==> src/rtl/adc128s_pkg.sv <==
// adc128s_pkg: shared types and helpers for the ADC128S reader and its benches.
//   state_t    - externally visible conversion state (debug output of the reader)
//   seq_t      - two-frame sequencer state inside the reader
//   chnl_t     - 3-bit ADC channel number
//   FRAME_BITS - SPI frame length in bits
//   build_cmd  - command word that addresses a channel
package adc128s_pkg;

  localparam int FRAME_BITS = 16;

  typedef logic [2:0] chnl_t;

  typedef enum logic [2:0] {
    IDLE,
    FRONT,
    SHIFT,
    BACK,
    GAP,
    DONE
  } state_t;

  typedef enum logic [2:0] {
    SEQ_IDLE,
    SEQ_F1,
    SEQ_GAP,
    SEQ_F2,
    SEQ_DONE
  } seq_t;

  // The channel address sits in bits [13:11]; every other bit is zero.
  function automatic logic [FRAME_BITS-1:0] build_cmd(input chnl_t ch);
    return {2'b00, ch, 11'h000};
  endfunction

endpackage

==> src/rtl/adc128s_spi_mstr16.sv <==
// spi_mstr16: single 16-bit SPI frame engine (clock divider, SCLK, SS_n,
// shift register). SCLK idles high, the slave shifts on falling SCLK and
// MISO is sampled on rising SCLK.
// Ports:
//   clk, rst   - system clock, synchronous active-high reset
//   start      - begin a frame (taken only while idle)
//   cmd        - word to transmit, loaded when SS_n falls
//   miso       - serial data from the slave (already clk-synchronous)
//   done       - one-clk pulse in the last clk of the frame
//   rx         - low 12 bits of the received word
//   ss_n, sclk, mosi - registered SPI outputs
//   state      - engine state (IDLE/FRONT/SHIFT/BACK)
//
// Handshake: start is a request that is honoured only when state==IDLE and
// ignored otherwise; done is a single-cycle completion strobe, and rx is
// valid from the done cycle until the next accepted start.
module spi_mstr16
  import adc128s_pkg::*;
#(
  parameter int SCLK_DIV = 32
) (
  input  logic                  clk,
  input  logic                  rst,
  input  logic                  start,
  input  logic [FRAME_BITS-1:0] cmd,
  input  logic                  miso,
  output logic                  done,
  output logic [11:0]           rx,
  output logic                  ss_n,
  output logic                  sclk,
  output logic                  mosi,
  output state_t                state
);

  localparam int H  = SCLK_DIV / 2;
  localparam int CW = $clog2(SCLK_DIV);
  typedef logic [CW-1:0] cnt_t;
  localparam cnt_t H_M1   = cnt_t'(H - 1);
  localparam cnt_t DIV_M1 = cnt_t'(SCLK_DIV - 1);

  state_t                state_nxt;
  cnt_t                  cnt;
  logic [4:0]            per;
  logic [FRAME_BITS-1:0] shft;
  logic                  miso_smpl;

  logic front_end, rise_pt, period_end, last_period, back_end;

  assign front_end   = (state == FRONT) && (cnt == H_M1);
  assign rise_pt     = (state == SHIFT) && (cnt == H_M1);
  assign period_end  = (state == SHIFT) && (cnt == DIV_M1);
  assign last_period = (per == 5'(FRAME_BITS - 1));
  assign back_end    = (state == BACK) && (cnt == H_M1);

  assign done = back_end;
  assign mosi = shft[FRAME_BITS-1];
  assign rx   = shft[11:0];

  always_ff @(posedge clk) begin
    if (rst) state <= IDLE;
    else     state <= state_nxt;
  end

  always_comb begin
    state_nxt = state;
    case (state)
      IDLE:    if (start) state_nxt = FRONT;
      FRONT:   if (front_end) state_nxt = SHIFT;
      SHIFT:   if (period_end && last_period) state_nxt = BACK;
      BACK:    if (back_end) state_nxt = IDLE;
      default: state_nxt = IDLE;
    endcase
  end

  // Each SCLK period is low for H clks then high for H clks. The first fall
  // (leaving FRONT) only starts the clock; every later fall, plus the step
  // into BACK, shifts in the bit sampled on the preceding rise, giving
  // exactly FRAME_BITS shifts with MOSI stable across every rising edge.
  always_ff @(posedge clk) begin
    if (rst) begin
      cnt       <= '0;
      per       <= '0;
      shft      <= '0;
      miso_smpl <= 1'b0;
      ss_n      <= 1'b1;
      sclk      <= 1'b1;
    end else begin
      case (state)
        IDLE: begin
          if (start) begin
            ss_n <= 1'b0;
            shft <= cmd;
            cnt  <= '0;
            per  <= '0;
          end
        end
        FRONT: begin
          if (front_end) begin
            cnt  <= '0;
            sclk <= 1'b0;
          end else begin
            cnt <= cnt + 1'b1;
          end
        end
        SHIFT: begin
          if (rise_pt) begin
            sclk      <= 1'b1;
            miso_smpl <= miso;
          end
          if (period_end) begin
            cnt  <= '0;
            per  <= per + 5'd1;
            shft <= {shft[FRAME_BITS-2:0], miso_smpl};
            if (!last_period) sclk <= 1'b0;
          end else begin
            cnt <= cnt + 1'b1;
          end
        end
        BACK: begin
          if (back_end) begin
            ss_n <= 1'b1;
            cnt  <= '0;
          end else begin
            cnt <= cnt + 1'b1;
          end
        end
        default: ;
      endcase
    end
  end

endmodule

==> src/rtl/adc128s_reader.sv <==
// adc128s_reader: runs the two SPI frames an ADC128S conversion needs. Frame 1
// addresses the channel; frame 2 re-sends the address and returns the result.
// Ports:
//   clk, rst   - system clock, synchronous active-high reset
//   strt       - start-conversion request (accepted only when idle)
//   chnnl      - channel to convert, captured when strt is accepted
//   res        - last 12-bit result, held until the next completion
//   cnv_cmplt  - one-clk pulse when res updates
//   busy       - high from strt acceptance through the cnv_cmplt cycle
//   SS_n, SCLK, MOSI - SPI outputs (registered), MISO - SPI input
//   state      - debug view of the conversion state
module adc128s_reader
  import adc128s_pkg::*;
#(
  parameter int SCLK_DIV = 32
) (
  input  logic        clk,
  input  logic        rst,
  input  logic        strt,
  input  logic [2:0]  chnnl,
  output logic [11:0] res,
  output logic        cnv_cmplt,
  output logic        busy,
  output logic        SS_n,
  output logic        SCLK,
  output logic        MOSI,
  input  logic        MISO,
  output state_t      state
);

  localparam int H  = SCLK_DIV / 2;
  localparam int CW = $clog2(SCLK_DIV);
  typedef logic [CW-1:0] gcnt_t;
  // The engine drops SS_n in the clk it finishes, and the registered go
  // costs one more clk, so the gap counter runs H-2 steps to keep SS_n high
  // for exactly H clks between the frames.
  localparam gcnt_t GAP_LAST = gcnt_t'(H - 2);

  seq_t        seq, seq_nxt;
  chnl_t       chnnl_q;
  gcnt_t       gcnt;
  logic        go;
  logic        gap_last;
  logic        eng_done;
  logic [11:0] eng_rx;
  state_t      eng_state;

  assign gap_last  = (seq == SEQ_GAP) && (gcnt == GAP_LAST);
  assign busy      = (seq != SEQ_IDLE);
  assign cnv_cmplt = (seq == SEQ_DONE);

  spi_mstr16 #(.SCLK_DIV(SCLK_DIV)) u_spi (
    .clk   (clk),
    .rst   (rst),
    .start (go),
    .cmd   (build_cmd(chnnl_q)),
    .miso  (MISO),
    .done  (eng_done),
    .rx    (eng_rx),
    .ss_n  (SS_n),
    .sclk  (SCLK),
    .mosi  (MOSI),
    .state (eng_state)
  );

  always_ff @(posedge clk) begin
    if (rst) seq <= SEQ_IDLE;
    else     seq <= seq_nxt;
  end

  always_comb begin
    seq_nxt = seq;
    case (seq)
      SEQ_IDLE: if (strt) seq_nxt = SEQ_F1;
      SEQ_F1:   if (eng_done) seq_nxt = SEQ_GAP;
      SEQ_GAP:  if (gap_last) seq_nxt = SEQ_F2;
      SEQ_F2:   if (eng_done) seq_nxt = SEQ_DONE;
      SEQ_DONE: seq_nxt = SEQ_IDLE;
      default:  seq_nxt = SEQ_IDLE;
    endcase
  end

  always_ff @(posedge clk) begin
    if (rst) begin
      chnnl_q <= '0;
      gcnt    <= '0;
      go      <= 1'b0;
      res     <= '0;
    end else begin
      go <= 1'b0;
      case (seq)
        SEQ_IDLE: begin
          if (strt) begin
            chnnl_q <= chnnl;
            go      <= 1'b1;
          end
        end
        SEQ_F1: gcnt <= '0;
        SEQ_GAP: begin
          if (gap_last) go <= 1'b1;
          else          gcnt <= gcnt + 1'b1;
        end
        // Frame 1 data is never looked at; only frame 2 lands in res.
        SEQ_F2: if (eng_done) res <= eng_rx;
        default: ;
      endcase
    end
  end

  // While a frame is pending (go registered, engine not yet started) the
  // conversion is already in its front porch, so report FRONT.
  always_comb begin
    state = IDLE;
    case (seq)
      SEQ_F1, SEQ_F2: state = (eng_state == IDLE) ? FRONT : eng_state;
      SEQ_GAP:        state = GAP;
      SEQ_DONE:       state = DONE;
      default:        state = IDLE;
    endcase
  end

endmodule

==> config.mk <==
export PLATFORM = sky130hd
export DESIGN_NAME = adc128s_reader
export DESIGN_NICKNAME = d
export VERILOG_FILES = /design/src/rtl/adc128s_pkg.sv /design/src/rtl/adc128s_spi_mstr16.sv /design/src/rtl/adc128s_reader.sv
export SDC_FILE = /design/constraint.sdc
export NUM_CORES = 1
export LEC_CHECK = 0
export BUFFER_PORTS_ARGS = -buffer_cell sky130_fd_sc_hd__buf_2
export CAP_MARGIN = 20
export CORE_MARGIN = 5
export CORE_UTILIZATION = 39
export CTS_BUF_LIST = sky130_fd_sc_hd__clkbuf_8 sky130_fd_sc_hd__clkbuf_16
export DETAILED_ROUTE_END_ITERATION = 12
export GPL_TIMING_DRIVEN = 0
export SLEW_MARGIN = 40
export SYNTH_ARGS = -nofsm -noshare
export SYNTH_HDL_FRONTEND = slang
export SYNTH_SLANG_ARGS = --single-unit
==> constraint.sdc <==
create_clock -name clk -period 4.2 [get_ports clk]
set_input_delay 0.42 -clock clk [delete_from_list [all_inputs] [get_ports clk]]
set_output_delay 0.42 -clock clk [all_outputs]
set_load 0.05 [all_outputs]
## Yosys cells after proc, flatten, opt, wreduce, memory -nomap -nowiden

Cells that the tools add are included.

| word-level totals | value |
|---|---|
| word-level logic and storage cells | 96 |
| input bits | 7 |
| register bits after elaboration | 56 |
| latch bits | 0 |
| output and inout port bits | 20 |
| memories | 0 |
| bits in read-only memories | 0 |
| RAM bits | 0 |

| cells by class | value |
|---|---|
| mux-type cells | 35 |
| bitwise operators | 0 |
| equal/unequal tests | 21 |
| multiply operators | 0 |
| $add $sub $neg | 3 |
| magnitude comparators | 0 |
| reduce and logical (&&, ||, !) cells | 25 |
| shifts and indexed selects | 0 |
| div/mod/pow operators | 0 |

Operator list:

| cell | number |
|---|---|
| $mux W16 | 2 |
| $pmux W16 S2 | 1 |
| $mux W5 | 6 |
| $mux W3 | 9 |
| $pmux W3 S4 | 2 |
| $pmux W5 S2 | 2 |
| $pmux W5 S4 | 1 |
| $ne A2 B2 Y1 const B | 8 |
| $add A5 B1 Y5 const B | 3 |
| $eq A5 B4 Y1 const B | 3 |
| $eq A3 B2 Y1 const B | 4 |
| $reduce_and A2 Y1 | 6 |
| $pmux W3 S3 | 1 |
| $mux W1 | 8 |
| $reduce_and A4 Y1 | 2 |
| $reduce_bool A2 Y1 | 4 |
| $eq A3 B1 Y1 const B | 2 |
| $logic_and A1 B1 Y1 | 6 |
| $logic_not A3 Y1 | 2 |
| $pmux W1 S2 | 3 |
| $reduce_and A3 Y1 | 2 |
| $eq A5 B5 Y1 const B | 1 |
| $ne A2 B1 Y1 const B | 2 |
| $reduce_bool A4 Y1 | 1 |
| other kinds (3) | 3 |

## Logic depth before layout (Yosys ltp)

| logic depth | value |
|---|---|
| depth in word-level cells | 6 |
| depth in mapped cells | 8 |
| mapped depth without buffers | 6 |

## Modules after synthesis

From an unflattened synthesis, not the netlist that was laid out.

| unflattened totals | value |
|---|---|
| cell total of the unflattened synthesis | 314 |
| area, all modules | 2835.2 um^2 |

Modules (own cells, without submodules):

| module | seq. area each (um^2) | area an instance (um^2) | cells an instance | instances |
|---|---|---|---|---|
| spi_mstr16 | 620.6 | 1750.4 | 187 | 1 |
| adc128s_reader | 480.5 | 1084.8 | 127 | 1 |

## Worst setup path after synthesis

Ideal clock, no wire load.

| timing path | value |
|---|---|
| path kind | reg2out |
| start point | reg u_spi.state[0] |
| end point | out state[0] |
| stages on the path, launching flop included | 5 |
| data arrival time | 2.001 ns |
| path slack | 1.779 ns |
| data required time | 3.780 ns |
| cell sequence | dfxtp_1 inv_1 ha_1 buf_2 o21ai_0 |

| between the ends | value |
|---|---|
| cells in the longest elaborated chain, start to end | 3 |

Ends and longest elaborated chain:

| item | line | source |
|---|---|---|
| start, declared | adc128s_spi_mstr16.sv:32 | `output state_t state` |
| start signal, assigned | adc128s_spi_mstr16.sv:61 | `else state <= state_nxt;` |
| $logic_not A3 Y1 | adc128s_reader.sv:115 | `SEQ_F1, SEQ_F2: state = (eng_state == IDLE) ? FRONT : eng_state;` |
| $mux W3 (*) | adc128s_reader.sv:115 |  |
| $pmux W3 S3 (*) | adc128s_reader.sv:114 | `case (seq)` |
| end, declared | adc128s_reader.sv:28 | `output state_t state` |

Mark *: on every way between the ends. The rest lies on a longest branch, timed or not.

## Worst setup path in the final report

| timing path | value |
|---|---|
| start point | reg u_spi.cnt[0] |
| end point | reg u_spi.shft[9] |

| between the ends | value |
|---|---|
| cells in the longest elaborated chain, start to end | 4 |

Ends and longest elaborated chain:

| item | line | source |
|---|---|---|
| start, declared | adc128s_spi_mstr16.sv:42 | `cnt_t cnt;` |
| start signal, assigned | adc128s_spi_mstr16.sv:102 | `cnt <= cnt + 1'b1;` |
| start signal, assigned | adc128s_spi_mstr16.sv:116 | `cnt <= cnt + 1'b1;` |
| start signal, assigned | adc128s_spi_mstr16.sv:124 | `cnt <= cnt + 1'b1;` |
| $eq A5 B5 Y1 | adc128s_spi_mstr16.sv:51 | `assign period_end = (state == SHIFT) && (cnt == DIV_M1);` |
| $logic_and A1 B1 Y1 | adc128s_spi_mstr16.sv:51 |  |
| $ne A2 B1 Y1 (no source line) | -- |  |
| $reduce_and A3 Y1 (no source line) | -- |  |
| end signal, assigned | adc128s_spi_mstr16.sv:92 | `shft <= cmd;` |
| end signal, assigned | adc128s_spi_mstr16.sv:113 | `shft <= {shft[FRAME_BITS-2:0], miso_smpl};` |
| end, declared | adc128s_spi_mstr16.sv:44 | `logic [FRAME_BITS-1:0] shft;` |

Every way passes these cells.
A chain may end at the register's enable or synchronous reset.

==> summary.md <==
| Metric | Value |
|---|---|
| Switching fraction of total power | between 30% and 40% |
| Detailed Route Iter0 Violations | slightly below 70 |
| Cts bufs inserted | 5 |
| Mapped Area | between 2000 and 3000 µm² |
| Row count | 30 |
| RSZ-0062 raised after global routing | false |
| Total Wirelength | between 6000 and 7000 µm |
| Max-cap viol count | 0 |
| Clock root cell | clkbuf_8 |
| Setup-failing EPs final | 0 |
| Cells after Synth | 312 |
| I/O pin count | 27 |
| Worst-case clock buffer depth | 2 |
| Via Count | 2,345 |
| Initial core utilization | between 30 and 40% |
| Die Span Y | around 90 µm |
| Setup tns final | 0 ns |
| Fin crit period | 2.31 ns |
| Comb power frac | 28.6% |
| Critical-path top delay cell | mux2i_1 |
| Postcts setup bufs | 0 |
| Post-Synth Adder-Cell Area | under 10% |
| Clock Latency Late Sink | 0.32 ns |
| Critical Path RT | 4.45 ns |
| Gpl congestion | 0.763 |
| Number of port buffers | 25 |
| CTS HTree Levels | 2 |
| Clk pwr share | 28.7% |
| Crit path buf inv count | 1 |
| Post-DP HPWL | 4630 µm |
| Final Max Slew Viols | 0 |
| Nets | 364 |
| Status | completed |
| Crit path cell chain | ha_1 > and3_1 > ha_1 > mux2i_1 > clkbuf_1 > o21ai_0 > a21oi_1 |
| Share of cells above drive strength 1 | 12.5% |
| First-pass GRT wire length | 10,500 µm |
| Reg clk slew, reported paths | 0.11 ns |
| Seq cells post-synth | 55 |
| Post-cts sizing count | 0 |
| Largest stage delay on the critical path | roughly 0.5 ns |
| CTS tree | built |
| # diodes | 0 |
| Critical Path End Type | flop |
| Count of final hold-check violations | 0 |
| Die X | 92.2 µm |
| Psw | ~0.49 mW |
| Final ANT Viol Nets | 0 |
| Post-CTS Hold Buffers | 0 |
| Via/cell ratio | 5.52 |
| Startpoint types | flop |
| P per Cell Area | 439 nW/µm² |
| Most frequent cells in the layout | dfxtp_1 (55), a21oi_1 (44), buf_2 (32), nand3_1 (32), o21ai_0 (27) |
| CP Data Arrival Time | 2.56 ns |
| Setup CP Type | reg -> reg |
| Synth Area in Simple Gates | 18.1% |
| Most frequent CP cell | ha_1 |
| YS warnings | 0 |
| Highest Clock Rate | 433 MHz |
| Int Pwr | 0.816 mW |
| Vias in the first global route | 2,167 |
| Worst VDD drop | ~0.14 mV |
| Max transition margin | 60.1% |
| Post-route clock period utilization | 54.9% |
| Clock Skew | approximately 0.0077 ns |
| Area delta synth->final | 13.1% |
| Syn nets | 332 |
| Mux cell area share after synthesis | ~2.7% |
| Leakage | 1.10 nW |
| Largest family of logic cells by synthesized area | compound AO/OA/AOI/OAI gates |
| Tot GR Track Use | between 10% and 20% |
| Core area | 6680 µm² |
| Die area | 8500 µm² |
| FILL cells | 685 |
| WL per Instance | between 15 and 20 µm |
| Sequential area share after synthesis | roughly two fifths |
| Yosys cell types | 41 |
| Drt pass-1 iters | 4 |
| Initial antenna violation count | 0 |
| WHS | 0.332 ns |
| Post-layout util | between 40% and 50% |
| Worst-margin pin slew | 0.582 ns |
| Crit-path leading delay family | multiplexers |
| Commonest non-fill, non-tap cell in the layout | dfxtp_1 |
| Largest net degree at the start of global routing | 20 |
| Synth Area in Compound Gates | a little under a quarter |
| Tightest Hold Check Type | in -> reg |
| Syn avg cell area | 8.44 µm² |
| FF+latch area | 1100 µm² |
| Drt drc | 0 |
| Multi-input logic area | 1350 µm² |
| Gr ovfl total | 0 |
| TritonCTS Sinks | 55 |
| Synth Area in XOR/XNOR | 0.665% |
| Sequential power share | a little over two fifths |
| Worst-path maximum fanout | 10 |
cell type report:
cell class / instances / area share (%)
Clock buffer: 5 / 2.31
Multi-Input combinational cell: 214 / 45.4
Clock inverter: 3 / 1.68
Inverter: 16 / 2.02
Buffer: 27 / 4.08
Timing Repair Buffer: 25 / 4.20
Sequential cell: 55 / 37.0
Tap cell: 80 / 3.36
cells by family after synthesis:
family          count (synthesis)
fa+ha+maj                      13
buf+inv                        43
xor+xnor                        2
mux                             7
flops                          55
simple gates                   85
compound gates                107
worst reg2reg max path, cell delays in order, from the launching register on:
cell and delay, ns:
dfxtp_1 0.36, ha_1 0.23, and3_1 0.20, ha_1 0.24
mux2i_1 0.50, clkbuf_1 0.42, o21ai_0 0.14, a21oi_1 0.15
cells in the mapped netlist, drive strengths merged:
master    n  share of area (%)
nor2b     3               0.71
or4b      1               0.38
o2111ai   7                2.3
a21oi    44                8.4
nand3b    1               0.29
or3b      3                1.0
buf       9                2.0
o21ai    33                6.3
o41ai     1               0.33
nand4b    2               0.67
a31oi     5                1.2
o211ai    1               0.29
a21boi    1               0.29
a211oi    1               0.29
o21ba     1               0.38
a211o     1               0.33
dfxtp    55                 42
a21o      1               0.29
and2      1               0.24
mux2i     7                2.7
nor4b     1               0.57
nor2      8                1.1
or3       7                1.7
or4       2               0.57
nand2    12                1.7
o21bai    2               0.57
o31ai     5                1.4
nand3    32                6.1
ha       13                6.2
a221oi    1               0.33
and3      2               0.47
nor3      3               0.57
clkbuf   18                2.6
o311ai    3                1.0
xnor2     2               0.67
and4b     3                1.1
nand2b    4               0.95
inv      16                2.3
flip-flops by register name, summed over array words and instances, names as in the netlist:
name	cells
go	1
u_spi.shft	16
gcnt	5
u_spi.per	5
u_spi.miso_smpl	1
u_spi.cnt	5
seq	3
u_spi.state	2
chnnl_q	3
u_spi.ss_n	1
res	12
u_spi.sclk	1
per-stage QoR:
stage                     power, mW  worst slack, ns  std cells  cell area, µm²
after floorplan               0.832             1.78        312            2630
after global placement        0.940             1.96        417            2860
after detailed placement      0.942             1.92        417            2860
after CTS                      1.31             1.92        425            2980
after global routing           1.38             1.65        425            2980
final                          1.31             1.89        425            2980
metal layers:
layer / global-route usage (%) / part of all wire, % / up-vias / wire (µm)
met5: 0 / 0 / - / 0
met2: 24.6 / 48 / 35 / 3040
met4: 3.34 / 0.67 / 0 / 43
met1: 20.5 / 49 / 1112 / 3120
li1: - / - / 1192 / -
met3: 3.20 / 3.0 / 6 / 189
worst paths after layout:
check / slack (ns) / endpoint / from / depth (start not counted)
max reg2reg: 1.89 / u_spi.shft[9]$_SDFFE_PP0P_ / u_spi.cnt[0]$_SDFFE_PP0P_ / 7
max: 1.89 / u_spi.shft[9]$_SDFFE_PP0P_ / u_spi.cnt[0]$_SDFFE_PP0P_ / 7
min: 0.33 / chnnl_q[1]$_SDFFE_PP0P_ / chnnl[1] / 3
min reg2reg: 0.48 / u_spi.shft[14]$_SDFFE_PP0P_ / u_spi.shft[13]$_SDFFE_PP0P_ / 2
power by group through the flow:
stage | Combinational, mW | Clock, mW | Sequential (mW)
after global placement | 0.370 | 0 | 0.570
after global routing | 0.415 | 0.407 | 0.562
after detailed placement | 0.371 | 0 | 0.570
after CTS | 0.371 | 0.385 | 0.558
final | 0.373 | 0.375 | 0.558
after floorplan | 0.244 | 0 | 0.588
(Power assumes the default switching activity.)
